$ cat src/rtl/ysyx_24100027_ifu_if.sv
// Fetch-unit bundle: instruction-memory request/response, decode handshake,
// next-PC input and status outputs. master = fetch unit, slave = its environment.
interface ysyx_24100027_ifu_if;
    logic        imem_req_valid;
    logic        imem_req_ready;
    logic [31:0] imem_req_addr;
    logic        imem_resp_valid;
    logic [31:0] imem_resp_data;
    logic        imem_resp_err;
    logic        inst_valid;
    logic        inst_ready;
    logic [31:0] inst;
    logic [31:0] inst_pc;
    logic        npc_valid;
    logic [31:0] npc;
    logic        fetch_fault;
    logic [31:0] fetch_cnt;

    modport master (
        output imem_req_valid, imem_req_addr, inst_valid, inst, inst_pc,
               fetch_fault, fetch_cnt,
        input  imem_req_ready, imem_resp_valid, imem_resp_data, imem_resp_err,
               inst_ready, npc_valid, npc
    );

    modport slave (
        input  imem_req_valid, imem_req_addr, inst_valid, inst, inst_pc,
               fetch_fault, fetch_cnt,
        output imem_req_ready, imem_resp_valid, imem_resp_data, imem_resp_err,
               inst_ready, npc_valid, npc
    );
endinterface

$ cat src/rtl/ysyx_24100027_ifu.sv
// Multi-cycle instruction fetch unit: owns the PC, issues one memory read at a
// time, hands the word to decode and waits for the next PC before refetching.
module ysyx_24100027_ifu #(
    parameter logic [31:0] RESET_PC = 32'h8000_0000
) (
    input  logic                       clk,
    input  logic                       rst_n,
    ysyx_24100027_ifu_if.master        bus
);

    typedef enum logic [2:0] {
        S_IDLE  = 3'd0,
        S_REQ   = 3'd1,
        S_WAIT  = 3'd2,
        S_OUT   = 3'd3,
        S_NPC   = 3'd4,
        S_FAULT = 3'd5
    } state_e;

    state_e      state_q, state_d;
    logic [31:0] pc_q, pc_d;
    logic [31:0] inst_q, inst_d;
    logic [31:0] inst_pc_q, inst_pc_d;
    logic [31:0] fetch_cnt_q, fetch_cnt_d;
    logic        req_valid_q, req_valid_d;
    logic        inst_valid_q, inst_valid_d;
    logic        fault_q, fault_d;

    // Next-state, datapath updates and output flags derived from the next state
    always_comb begin
        state_d     = state_q;
        pc_d        = pc_q;
        inst_d      = inst_q;
        inst_pc_d   = inst_pc_q;
        fetch_cnt_d = fetch_cnt_q;
        case (state_q)
            S_IDLE: begin
                state_d = S_REQ;
            end
            S_REQ: begin
                if (bus.imem_req_ready) begin
                    state_d = S_WAIT;
                end else begin
                    state_d = S_REQ;
                end
            end
            S_WAIT: begin
                if (bus.imem_resp_valid) begin
                    if (bus.imem_resp_err) begin
                        state_d = S_FAULT;
                    end else begin
                        inst_d    = bus.imem_resp_data;
                        inst_pc_d = pc_q;
                        state_d   = S_OUT;
                    end
                end else begin
                    state_d = S_WAIT;
                end
            end
            S_OUT: begin
                if (bus.inst_ready) begin
                    fetch_cnt_d = fetch_cnt_q + 32'd1;
                    state_d     = S_NPC;
                end else begin
                    state_d = S_OUT;
                end
            end
            S_NPC: begin
                // A misaligned target is a fault; the PC keeps the faulting instruction's address
                if (bus.npc_valid) begin
                    if (bus.npc[1:0] != 2'b00) begin
                        state_d = S_FAULT;
                    end else begin
                        pc_d    = bus.npc;
                        state_d = S_REQ;
                    end
                end else begin
                    state_d = S_NPC;
                end
            end
            S_FAULT: begin
                state_d = S_FAULT;
            end
            default: begin
                state_d = S_IDLE;
            end
        endcase
        req_valid_d  = (state_d == S_REQ);
        inst_valid_d = (state_d == S_OUT);
        fault_d      = (state_d == S_FAULT);
    end

    // State and datapath registers with synchronous active-low reset
    always_ff @(posedge clk) begin
        if (!rst_n) begin
            state_q      <= S_IDLE;
            pc_q         <= RESET_PC;
            inst_q       <= 32'h0000_0000;
            inst_pc_q    <= 32'h0000_0000;
            fetch_cnt_q  <= 32'h0000_0000;
            req_valid_q  <= 1'b0;
            inst_valid_q <= 1'b0;
            fault_q      <= 1'b0;
        end else begin
            state_q      <= state_d;
            pc_q         <= pc_d;
            inst_q       <= inst_d;
            inst_pc_q    <= inst_pc_d;
            fetch_cnt_q  <= fetch_cnt_d;
            req_valid_q  <= req_valid_d;
            inst_valid_q <= inst_valid_d;
            fault_q      <= fault_d;
        end
    end

    assign bus.imem_req_valid = req_valid_q;
    assign bus.imem_req_addr  = pc_q;
    assign bus.inst_valid     = inst_valid_q;
    assign bus.inst           = inst_q;
    assign bus.inst_pc        = inst_pc_q;
    assign bus.fetch_fault    = fault_q;
    assign bus.fetch_cnt      = fetch_cnt_q;

endmodule

$ cat src/flat_wrapper.sv
// flat-port wrapper written by rule: the top's interface ports become plain ports
module ysyx_24100027_ifu_flat 
#(
    parameter logic [31:0] RESET_PC = 32'h8000_0000
)
  (clk, rst_n, bus_imem_req_valid, bus_imem_req_addr, bus_inst_valid, bus_inst, bus_inst_pc, bus_fetch_fault, bus_fetch_cnt, bus_imem_req_ready, bus_imem_resp_valid, bus_imem_resp_data, bus_imem_resp_err, bus_inst_ready, bus_npc_valid, bus_npc);
  ysyx_24100027_ifu_if bus_i ();
  input  logic clk;
  input  logic rst_n;
  output wire logic [$bits(bus_i.imem_req_valid)-1:0] bus_imem_req_valid;
  output wire logic [$bits(bus_i.imem_req_addr)-1:0] bus_imem_req_addr;
  output wire logic [$bits(bus_i.inst_valid)-1:0] bus_inst_valid;
  output wire logic [$bits(bus_i.inst)-1:0] bus_inst;
  output wire logic [$bits(bus_i.inst_pc)-1:0] bus_inst_pc;
  output wire logic [$bits(bus_i.fetch_fault)-1:0] bus_fetch_fault;
  output wire logic [$bits(bus_i.fetch_cnt)-1:0] bus_fetch_cnt;
  input wire logic [$bits(bus_i.imem_req_ready)-1:0] bus_imem_req_ready;
  input wire logic [$bits(bus_i.imem_resp_valid)-1:0] bus_imem_resp_valid;
  input wire logic [$bits(bus_i.imem_resp_data)-1:0] bus_imem_resp_data;
  input wire logic [$bits(bus_i.imem_resp_err)-1:0] bus_imem_resp_err;
  input wire logic [$bits(bus_i.inst_ready)-1:0] bus_inst_ready;
  input wire logic [$bits(bus_i.npc_valid)-1:0] bus_npc_valid;
  input wire logic [$bits(bus_i.npc)-1:0] bus_npc;
  assign bus_imem_req_valid = bus_i.imem_req_valid;
  assign bus_imem_req_addr = bus_i.imem_req_addr;
  assign bus_inst_valid = bus_i.inst_valid;
  assign bus_inst = bus_i.inst;
  assign bus_inst_pc = bus_i.inst_pc;
  assign bus_fetch_fault = bus_i.fetch_fault;
  assign bus_fetch_cnt = bus_i.fetch_cnt;
  assign bus_i.imem_req_ready = bus_imem_req_ready;
  assign bus_i.imem_resp_valid = bus_imem_resp_valid;
  assign bus_i.imem_resp_data = bus_imem_resp_data;
  assign bus_i.imem_resp_err = bus_imem_resp_err;
  assign bus_i.inst_ready = bus_inst_ready;
  assign bus_i.npc_valid = bus_npc_valid;
  assign bus_i.npc = bus_npc;
  ysyx_24100027_ifu #(.RESET_PC(RESET_PC)) u_core (.clk(clk), .rst_n(rst_n), .bus(bus_i));
endmodule
$ cat config.mk
export PLATFORM = sky130hd
export DESIGN_NAME = ysyx_24100027_ifu_flat
export DESIGN_NICKNAME = d
export VERILOG_FILES = /design/src/rtl/ysyx_24100027_ifu_if.sv /design/src/rtl/ysyx_24100027_ifu.sv /design/src/flat_wrapper.sv
export SDC_FILE = /design/constraint.sdc
export NUM_CORES = 1
export LEC_CHECK = 0
export ABC_AREA = 1
export CORE_UTILIZATION = 47
export CTS_BUF_LIST = sky130_fd_sc_hd__clkbuf_16
export DETAILED_ROUTE_END_ITERATION = 8
export HOLD_SLACK_MARGIN = 0.12
export PLACE_DENSITY_LB_ADDON = 0.12
export SKIP_CTS_REPAIR_TIMING = 1
export SLEW_MARGIN = 0
export SYNTH_ARGS = -nofsm -noshare
export SYNTH_HDL_FRONTEND = slang
export SYNTH_SLANG_ARGS = --single-unit
$ cat constraint.sdc
create_clock -name clk -period 3.2 [get_ports clk]
set_input_delay 0.48 -clock clk [delete_from_list [all_inputs] [get_ports clk]]
set_output_delay 0.48 -clock clk [all_outputs]
set_load 0.005 [all_outputs]
==> flow_metrics.tcl <==
set metrics [dict create \
    netlist_top_cells_area "dfxtp_1 (50%), nor2_1 (17%), o21ai_0 (8.5%)" \
    syn-cell-area_mm2 0.00534 \
    r2r_slack_ns 1.28 \
    tritoncts.num_buffers 17 \
    synthToLayoutAreaGrowth_pct 48.1 \
    fin_worst_skew_ns 0.00427 \
    drive_above_1_share_pct 4.26 \
    grt_pass1_wl_mm 25.1 \
    fin_nets 1000 \
    overflow 0 \
    post_drt_wl_per_cell_um 14.4 \
    gr-max-usage-layer "met2" \
    synth_sequential_area_ratio_pct 50.3 \
    viasPerCell 5.06 \
    r2r-end "u_core.bus.inst_pc[13]$_SDFFE_PN0P_" \
    dp_hpwl_mm 10.6 \
    edff_count_synth 0 \
    ys.flop_type "dfxtp_1" \
    drc_errors 0 \
    synth_largest_area_cell "dfxtp_1" \
    logic_depth_of_the_worst_path_buffers_included 1 \
    num_vias 5457 \
    netlist_top_cells_count "nor2_1 (247), dfxtp_1 (134), o21ai_0 (91)" \
    clockRootBuffer "clkbuf_16" \
    pwr_density_cell_mw_per_mm2 478 \
    total_leakage_power_nw 3.31 \
    setup.worst_path.start_class "flip-flop" \
    fin_crit_ns 1.93 \
    die-area_mm2 0.0118 \
    die_x_um 109 \
    grt_setup_unrepaired "no" \
    worst_ep_arrival_time_ns 1.45 \
    detail_route.iter0.violations 375 \
    cts-root-to-sink-buffers 2 \
    grt_max_degree 70 \
    run_status "complete, no violations" \
    core_area_mm2 0.0109 \
    worstPathBufferInverterCount 1 \
    antenna_found_initial 0 \
    cap_viol_max_count 0 \
    timing.rr.start "u_core.state_q[0]$_SDFF_PN0_" \
    clkSlewWorstSetupHoldPaths_ns 0.05 \
    portBuffers 201 \
    capturing_element_type_of_the_critical_path "primary output" \
    relSlewSlack_pct 26.2 \
    worst_hold_slack_ns 0.374 \
    antenna-diode-count 0 \
    min_period_over_period_pct 60.4 \
    top_cell_type_s_share_of_synthesized_area_pct 50.3 \
    yosysUniqueCellTypes 27 \
    drtPass1Iterations 5 \
    ctsHtreeMaxLevel 4 \
    worst_slew_pin_slew_ns 1.11 \
    antenna_left 0 \
    clkSinkCount 134 \
    synthesis.instances 738 \
    num_io_pins 202 \
    overall_global_routing_usage_pct 27.5 \
    holdCritPathClass "in2reg" \
    gr-usage-met2_pct 46.7 \
    max_freq_mhz 518 \
    timing.critical_path.cells "clkdlybuf4s50_1" \
    critPathKind "reg2out" \
    worst_path_dominant_cell_family "buffers and inverters" \
    start_util_pct 48.8 \
    worst_r2r_path_depth 6 \
    slew_viols_final 0 \
    worst-endpoint-required_ns 2.72 \
    synth.most_common_cell "nor2_1" \
    timing_hold_violations_final 0 \
    synth.net_count 810 \
    first_global_vias 5309 \
    setup.worst_path.start "u_core.bus.fetch_cnt[15]$_SDFFE_PN0P_" \
    timing.setup.tns_ns 0 \
    die_height_um 109 \
    cpPeakStageDelay_ns 0.56 \
    final.fill_count 867 \
    postSynthRegisterBits 134 \
    wl_mm 15.5 \
    routabilityCongestion 0.850 \
    crit_path_slowest_cell "clkdlybuf4s50_1" \
    synthesis.area_per_instance_um2 7.23 \
    worstSkewPairLatency_ns 0.41 \
    grt_use_met1_pct 31.0 \
    peakVddDrop_uv 369 \
    synth-async-reset-ratio_pct 0 \
    timing.critical_path.fanout_max 6 \
    synth_warnings 0 \
    placement_rows 38 \
    crit_end "bus_fetch_cnt[15]" \
    clock_tree_from_tritoncts "done" \
    setup_violations 0 \
    grt_util_met3_pct 9.04 \
]
flip-flops by register name, summed over array words and instances (netlist names):
register,flops
u_core.state_q,3
u_core.bus.fetch_cnt,32
u_core.bus.imem_req_valid,1
u_core.bus.fetch_fault,1
u_core.bus.imem_req_addr,32
u_core.bus.inst,32
u_core.bus.inst_valid,1
u_core.bus.inst_pc,32
cell families (layout without fill, tap and decap cells):
logic type,count (synthesis),after routing,synth area share [%]
compound gates,120,120,11.3
xor+xnor,4,4,0.657
fa+ha+maj,1,1,0.234
buf+inv,82,283,6.59
flops,134,134,50.3
simple gates,397,397,30.9
cell type report:
cell class              instances  area, µm²  share of cell area [%]
flip-flops and latches        134       2680                    33.9
well taps                     140        175                    2.22
multi-input cells             522       2300                    29.1
inverters                      48        180                    2.28
repair buffers                205       2040                    25.8
clock buffers                  17        425                    5.38
clock inverters                13        103                    1.30
placed cells by master, fill, tap and decap left out, drive strengths merged, types with 5 or more instances in the layout:
master           n
nand4           12
clkbuf          17
buf              5
inv             53
nor3            11
a21oi           18
dfxtp          134
clkdlybuf4s50  200
o21ai          100
nand2           87
nand3           30
clkinv           6
nor2           255
where the power goes:
group / internal [W] / switching, W
sequential: 0.00171 / 0.0000252
clock: 0.00110 / 0.000668
combinational: 0.000157 / 0.000117
total: 0.00297 / 0.000811
through the flow:
step | setup WS [ns] | instance area (µm²) | power (W) | util [%] | cells
after detailed placement | 0.925 | 7380 | 0.00204 | 67.5 | 1049
after floorplan | 1.80 | 5340 | 0.00186 | - | 738
after global routing | 1.11 | 7910 | 0.00389 | 72.3 | 1079
after global placement | 1.01 | 7380 | 0.00203 | 67.5 | 1049
final | 1.27 | 7910 | 0.00378 | 72.3 | 1079
after CTS | 1.26 | 7910 | 0.00379 | 72.3 | 1079
how the worst min path moves through the flow:
| stage | slack [ns] | end | start | cells after the start |
|---|---|---|---|---|
| 3_5_place_dp | 0.45 | u_core.bus.imem_req_addr[0]$_SDFFE_PN0P_ | u_core.bus.imem_req_addr[0]$_SDFFE_PN0P_ | 2 |
| 4_1_cts | 0.36 | u_core.bus.inst[20]$_SDFFE_PN0P_ | rst_n | 3 |
| 2_1_floorplan | 0.45 | u_core.bus.imem_req_addr[0]$_SDFFE_PN0P_ | u_core.bus.imem_req_addr[0]$_SDFFE_PN0P_ | 2 |
| 5_1_grt | 0.38 | u_core.bus.inst[20]$_SDFFE_PN0P_ | rst_n | 3 |
| 3_3_place_gp | 0.45 | u_core.bus.imem_req_addr[1]$_SDFFE_PN0P_ | u_core.bus.imem_req_addr[1]$_SDFFE_PN0P_ | 2 |
| 6_report | 0.37 | u_core.bus.inst[20]$_SDFFE_PN0P_ | rst_n | 3 |
per-layer routing:
| layer | vias up | routed length, µm |
|---|---|---|
| li1 | 2733 | - |
| met1 | 2489 | 6190 |
| met2 | 199 | 7670 |
| met3 | 36 | 1190 |
| met4 | 0 | 491 |
| met5 | - | 0 |
(Power assumes the default switching activity.)
